File: config.mk
export PLATFORM = sky130hd
export DESIGN_NAME = cen_gen_flat
export DESIGN_NICKNAME = d
export VERILOG_FILES = /design/src/rtl/cen_gen_if.sv /design/src/rtl/cen_gen.sv /design/src/flat_wrapper.sv
export SDC_FILE = /design/constraint.sdc
export NUM_CORES = 1
export LEC_CHECK = 0
export ABC_CLOCK_PERIOD_IN_PS = 8300
export CAP_MARGIN = 10
export CORE_ASPECT_RATIO = 1.5
export CORE_UTILIZATION = 40
export DETAILED_ROUTE_END_ITERATION = 10
export HOLD_SLACK_MARGIN = 0.12
export MAX_ROUTING_LAYER = met4
export PLACE_DENSITY = 0.57
export SYNTH_ARGS = -nofsm -noshare
export SYNTH_HDL_FRONTEND = slang
export SYNTH_SLANG_ARGS = --single-unit
export TNS_END_PERCENT = 50
File: constraint.sdc
create_clock -name clk_sys -period 8.3 [get_ports clk_sys]
set_input_delay 1.66 -clock clk_sys [delete_from_list [all_inputs] [get_ports clk_sys]]
set_output_delay 1.66 -clock clk_sys [all_outputs]
set_load 0.01 [all_outputs]
File: src/rtl/cen_gen_if.sv
// Configuration and enable-output bundle for the clock-enable generator.
// The master side belongs to the controller/bench; the slave side belongs to cen_gen.
interface cen_gen_if #(
  parameter int CHANNELS = 4,
  parameter int ACC_W    = 16
);
  localparam int CH_W = (CHANNELS > 1) ? $clog2(CHANNELS) : 1;

  logic                pause;
  logic                sync;
  logic                cfg_wr;
  logic [CH_W-1:0]     cfg_ch;
  logic [ACC_W-1:0]    cfg_num;
  logic [ACC_W-1:0]    cfg_den;
  logic [CHANNELS-1:0] cen;
  logic                cfg_err;

  modport master (
    output pause, sync, cfg_wr, cfg_ch, cfg_num, cfg_den,
    input  cen, cfg_err
  );

  modport slave (
    input  pause, sync, cfg_wr, cfg_ch, cfg_num, cfg_den,
    output cen, cfg_err
  );
endinterface

File: src/rtl/cen_gen.sv
// Multi-channel rational clock-enable generator.
// Each channel accumulates min(num, den) per cycle and emits a one-cycle
// enable whenever the accumulator wraps past den, giving a rate of n/den.
module cen_gen #(
  parameter int CHANNELS = 4,
  parameter int ACC_W    = 16,
  parameter int DEF_NUM  = 1,
  parameter int DEF_DEN  = 2
) (
  input  logic     clk_sys,
  input  logic     reset,
  cen_gen_if.slave bus
);
  localparam int CH_W    = (CHANNELS > 1) ? $clog2(CHANNELS) : 1;
  localparam int CH_SPAN = 1 << CH_W;
  // One bit per encodable channel index; set only for indices that exist.
  localparam logic [CH_SPAN-1:0] CH_VALID = {CH_SPAN{1'b1}} >> (CH_SPAN - CHANNELS);

  logic [CHANNELS-1:0][ACC_W-1:0] num_q, den_q, acc_q, acc_d, n_eff;
  logic [CHANNELS-1:0][ACC_W:0]   sum;
  logic [CHANNELS-1:0]            cen_q, cen_d, wr_sel;
  logic                           cfg_err_q, ch_ok, wr_ok;

  assign ch_ok  = CH_VALID[bus.cfg_ch];
  assign wr_ok  = bus.cfg_wr && ch_ok;
  assign wr_sel = wr_ok ? (CHANNELS'(1) << bus.cfg_ch) : '0;

  // Per-channel phase step; the sum keeps the carry bit so num near 2^ACC_W cannot wrap.
  always_comb begin
    acc_d = acc_q;
    cen_d = '0;
    n_eff = '0;
    sum   = '0;
    for (int i = 0; i < CHANNELS; i++) begin
      n_eff[i] = (num_q[i] < den_q[i]) ? num_q[i] : den_q[i];
      sum[i]   = {1'b0, acc_q[i]} + {1'b0, n_eff[i]};
      if (bus.sync || wr_sel[i]) begin
        acc_d[i] = '0;
      end else if (!bus.pause && (num_q[i] != '0) && (den_q[i] != '0)) begin
        if (sum[i] >= {1'b0, den_q[i]}) begin
          acc_d[i] = ACC_W'(sum[i] - {1'b0, den_q[i]});
          cen_d[i] = 1'b1;
        end else begin
          acc_d[i] = sum[i][ACC_W-1:0];
        end
      end
    end
  end

  // Accumulators and registered enables.
  always_ff @(posedge clk_sys or posedge reset) begin
    if (reset) begin
      acc_q <= '0;
      cen_q <= '0;
    end else begin
      acc_q <= acc_d;
      cen_q <= cen_d;
    end
  end

  // Channel configuration; num > den is stored verbatim and clamped at use.
  always_ff @(posedge clk_sys or posedge reset) begin
    if (reset) begin
      for (int i = 0; i < CHANNELS; i++) begin
        num_q[i] <= ACC_W'(DEF_NUM);
        den_q[i] <= ACC_W'(DEF_DEN);
      end
    end else begin
      for (int i = 0; i < CHANNELS; i++) begin
        if (wr_sel[i]) begin
          num_q[i] <= bus.cfg_num;
          den_q[i] <= bus.cfg_den;
        end
      end
    end
  end

  // Error flag: one-cycle pulse after a write that was ignored or will be clamped.
  always_ff @(posedge clk_sys or posedge reset) begin
    if (reset) begin
      cfg_err_q <= 1'b0;
    end else begin
      cfg_err_q <= bus.cfg_wr && (!ch_ok || (bus.cfg_num > bus.cfg_den));
    end
  end

  assign bus.cen     = cen_q;
  assign bus.cfg_err = cfg_err_q;
endmodule
File: src/flat_wrapper.sv
// flat-port wrapper written by rule: the top's interface ports become plain ports
module cen_gen_flat 
#(
  parameter int CHANNELS = 4,
  parameter int ACC_W    = 16,
  parameter int DEF_NUM  = 1,
  parameter int DEF_DEN  = 2
)
  (clk_sys, reset, bus_pause, bus_sync, bus_cfg_wr, bus_cfg_ch, bus_cfg_num, bus_cfg_den, bus_cen, bus_cfg_err);
  cen_gen_if #(.CHANNELS(CHANNELS), .ACC_W(ACC_W)) bus_i ();
  input  logic clk_sys;
  input  logic reset;
  input wire logic [$bits(bus_i.pause)-1:0] bus_pause;
  input wire logic [$bits(bus_i.sync)-1:0] bus_sync;
  input wire logic [$bits(bus_i.cfg_wr)-1:0] bus_cfg_wr;
  input wire logic [$bits(bus_i.cfg_ch)-1:0] bus_cfg_ch;
  input wire logic [$bits(bus_i.cfg_num)-1:0] bus_cfg_num;
  input wire logic [$bits(bus_i.cfg_den)-1:0] bus_cfg_den;
  output wire logic [$bits(bus_i.cen)-1:0] bus_cen;
  output wire logic [$bits(bus_i.cfg_err)-1:0] bus_cfg_err;
  assign bus_i.pause = bus_pause;
  assign bus_i.sync = bus_sync;
  assign bus_i.cfg_wr = bus_cfg_wr;
  assign bus_i.cfg_ch = bus_cfg_ch;
  assign bus_i.cfg_num = bus_cfg_num;
  assign bus_i.cfg_den = bus_cfg_den;
  assign bus_cen = bus_i.cen;
  assign bus_cfg_err = bus_i.cfg_err;
  cen_gen #(.CHANNELS(CHANNELS), .ACC_W(ACC_W), .DEF_NUM(DEF_NUM), .DEF_DEN(DEF_DEN)) u_core (.clk_sys(clk_sys), .reset(reset), .bus(bus_i));
endmodule
==> results.sh, run 1 <==
export IMPL_reg2reg_from="u_core.den_q[33]"
export IMPL_detail_route_iter0_violations=548
export IMPL_hp_start="u_core.acc_q[63]"
export IMPL_synthDominantCellAreaShare_pct=28.2
export IMPL_hpwl_microns=36200
export IMPL_yosys_cell_types_count=85
export IMPL_max_vdd_ir_drop_uv=172
export IMPL_r2r_setup_slack_ns=0.99
export IMPL_setup_violations=0
export IMPL_hold_path_end="u_core.acc_q[63]"
export IMPL_timing_worst_setup_path_type="register to register"
export IMPL_wl_per_cell_microns=18.9
export IMPL_cts_num_sinks=197
export IMPL_final_antenna_net_count=0
export IMPL_count_of_buffers_from_port_buffering=43
export IMPL_max_freq_mhz=137
export IMPL_finalSetupTns_ns=0
export IMPL_clock_path_buffers=2
export IMPL_antenna_found_initial=1
export IMPL_rsz0062_at_grt="false"
export IMPL_number_of_synthesized_flops_with_an_enable_pin=0
export IMPL_yosysWarningCount=0
export IMPL_maxSlewViolCount=0
export IMPL_hold_slack_ns=0.491
export IMPL_mappedNetlistNets=2121
export IMPL_ys_ff_latch=197
export IMPL_route_vias_total=13800
export IMPL_grt_pass1_wl_microns=75100
export IMPL_num_rows=91
export IMPL_fin_crit_share_pct=88.1
export IMPL_final_fill_count=4133
export IMPL_syn_mean_instance_area_sq_um=8.97
export IMPL_timing_slew_headroom_pct=31.0
export IMPL_setup_worst_path_end_class="register"
export IMPL_grt_remaining_overflow=0
export IMPL_crit_family="compound AO/OA/AOI/OAI gates"
export IMPL_hold_path_depth=2
export IMPL_grt_pass1_vias=13900
export IMPL_initial_utilization_pct=40.7
export IMPL_grt_start_max_net_pins=98
export IMPL_fin_nets=2145
export IMPL_cts_root_buffer="sky130_fd_sc_hd__clkbuf_16"
export IMPL_cts_repair_timing_setup_buffer_count=0
export IMPL_yosys_top_cells_count="sky130_fd_sc_hd__ha_1, sky130_fd_sc_hd__nand2_1, sky130_fd_sc_hd__dfrtp_1"
export IMPL_synth_area_leader_cell="sky130_fd_sc_hd__dfrtp_1"
export IMPL_synthTopCellsByArea="sky130_fd_sc_hd__dfrtp_1, sky130_fd_sc_hd__ha_1, sky130_fd_sc_hd__mux2_2"
export IMPL_cts_tree="done"
export IMPL_final_setup_skew_ns=0.0129
export IMPL_path_max_fanout=19
export IMPL_die_area_sq_mm=0.0428
export IMPL_fraction_of_registers_with_async_set_reset_pct=100
export IMPL_coreArea_sq_mm=0.0412
export IMPL_syn2layout_area_growth_pct=9.69
export IMPL_remaining_design_rule_violation_count=0
export IMPL_ctsHoldBuffers=0
export IMPL_worst_slew_pin_slew_ns=1.03
export IMPL_leakagePower_nw=8.37
export IMPL_dominantRegCellSynth="sky130_fd_sc_hd__dfrtp_1"
export IMPL_detail_route_vias_per_cell=5.59
export IMPL_worst_skew_pair_late_latency_ns=0.46
export IMPL_worstHoldPathType="register to register"
export IMPL_path_common_cell="sky130_fd_sc_hd__a21o_1"
export IMPL_syn_instance_count=1870
export IMPL_crit_buf_inv=2
export IMPL_critical_path_arrival_ns=7.67
export IMPL_fp_dieW_microns=169
export IMPL_seq_area_frac_synth_pct=29.5
export IMPL_data_required_time_of_the_worst_path_ns=8.66
export IMPL_cts_htree_levels=4
export IMPL_gr_usage_all_layers_pct=23.3
export IMPL_gp_congestion=0.900
export IMPL_timing_reg2reg_worst_path_depth=30
export IMPL_drive_gt1_share_pct=10.5
export IMPL_synth_most_common_cell="sky130_fd_sc_hd__ha_1"
export IMPL_critPathLaunch="u_core.den_q[33]"
export IMPL_mappedNetlistArea_sq_mm=0.0168
export IMPL_boundaryPins=44
export IMPL_power_density_mw_per_mm2=418
export IMPL_fin_total_pwr_mw=7.69
export IMPL_timing_critical_path_from_type="register"
export IMPL_clk_pin_slew_ns=0.08
export IMPL_final_period_minus_worst_setup_slack_ns=7.31
export IMPL_totalWireLength_microns=46700
export IMPL_hold_viol_final=0
export IMPL_cts_resized_gates=0
export IMPL_dieHeight_microns=253
export IMPL_run_status="complete, no violations"
export IMPL_max_cap_viol_count=0
export IMPL_cts_inserted_buffers=17
export IMPL_regToRegEndpoint="u_core.acc_q[47]"
export IMPL_crit_path_top_delay_cell="sky130_fd_sc_hd__dfstp_2"
export IMPL_crit_path_max_incr_delay_ns=0.61
export IMPL_detail_route_first_pass_iterations=5
[stage by stage]
stage	util, %	area [sq um]	setup slack, ns	cells
final	44.6	18400	0.989	2466
after global routing	44.6	18400	0.393	2466
after CTS	44.6	18400	0.938	2465
after detailed placement	43.2	17800	1.00	2433
after global placement	43.2	17800	1.01	2433
after floorplan	-	16800	1.28	1870
[worst min-delay path: cells and delay by family (launching register included)]
family / cells / cell delay [ns]
flops: 1 / 0.36
simple gates: 2 / 0.10
[layout make-up]
class	count	area, sq um	share of cell area (%)
clock inverters	14	154	0.837
clock buffers	18	429	2.33
diodes	1	2.50	0.0136
multi-input cells	1502	11200	60.7
flip-flops and latches	197	4940	26.9
well taps	558	698	3.80
inverters	116	443	2.41
repair buffers	60	558	3.03
[how the worst max path moves through the flow]
stage | end | slack (ns) | depth (start not counted)
3_3_place_gp | u_core.acc_q[14] | 1.01 | 31
3_5_place_dp | u_core.acc_q[14] | 1.00 | 31
2_1_floorplan | u_core.acc_q[0] | 1.28 | 1
6_report | u_core.acc_q[47] | 0.99 | 30
4_1_cts | u_core.acc_q[14] | 0.94 | 31
5_1_grt | u_core.acc_q[14] | 0.39 | 31
[routing by layer]
metal / vias up / GRT usage (%) / part of all wire, % / wire [microns]
li1: 6851 / - / - / -
met5: - / - / 0 / 0
met2: 224 / 40.3 / 51 / 23600
met1: 6614 / 26.9 / 43 / 19900
met3: 93 / 2.88 / 2.6 / 1230
met4: 0 / 10.4 / 4.2 / 1960
[cell families (layout without fill, tap and decap cells)]
family	count (synthesis)	in the layout	synth area share (%)
buffers and inverters	171	208	4.12
adder cells (fa/ha/maj)	212	212	16.2
multiplexers	142	142	9.52
other	0	1	0
flip-flops	197	197	29.5
AND/OR/NAND/NOR	528	528	15.5
AO/OA/AOI/OAI	527	527	20.4
XOR/XNOR	93	93	4.86
[registers in the layout (all words and copies together) (netlist names)]
register,cells
u_core.bus.cfg_err,1
u_core.bus.cen,4
u_core.den_q,64
u_core.num_q,64
u_core.acc_q,64
[report_power, final]
group / leakage (nW) / internal (mW) / switching (mW)
Sequential: 2.47 / 1.17 / 0.206
Clock: 0.288 / 0.406 / 0.454
Combinational: 5.61 / 2.40 / 3.05
Total: 8.37 / 3.97 / 3.71
[placed cells by master, fill, tap and decap left out, types with 29 or more instances in the layout]
cell,instances
sky130_fd_sc_hd__ha_1,204
sky130_fd_sc_hd__nand2_1,197
sky130_fd_sc_hd__dfrtp_1,189
sky130_fd_sc_hd__o21ai_0,152
sky130_fd_sc_hd__a21oi_1,136
sky130_fd_sc_hd__inv_1,115
sky130_fd_sc_hd__mux2_2,99
sky130_fd_sc_hd__nor2_1,92
sky130_fd_sc_hd__xnor2_1,67
sky130_fd_sc_hd__a21o_1,51
sky130_fd_sc_hd__nand3_1,43
sky130_fd_sc_hd__clkdlybuf4s50_1,43
sky130_fd_sc_hd__nor4_1,33
sky130_fd_sc_hd__nand2b_1,30
sky130_fd_sc_hd__o21a_1,29
sky130_fd_sc_hd__mux2i_1,29
Note: power is estimated with default switching activity, not from simulation.
==> run 2: changes to the inputs <==
--- a/config.mk
+++ b/config.mk
@@ -10,9 +10,9 @@
 export CORE_ASPECT_RATIO = 1.5
 export CORE_UTILIZATION = 40
 export DETAILED_ROUTE_END_ITERATION = 10
-export HOLD_SLACK_MARGIN = 0.12
 export MAX_ROUTING_LAYER = met4
 export PLACE_DENSITY = 0.57
+export SLEW_MARGIN = 15
 export SYNTH_ARGS = -nofsm -noshare
 export SYNTH_HDL_FRONTEND = slang
 export SYNTH_SLANG_ARGS = --single-unit
==> results of run 2 <==
Final layout, timing and power as in run 1 (identical DEF).
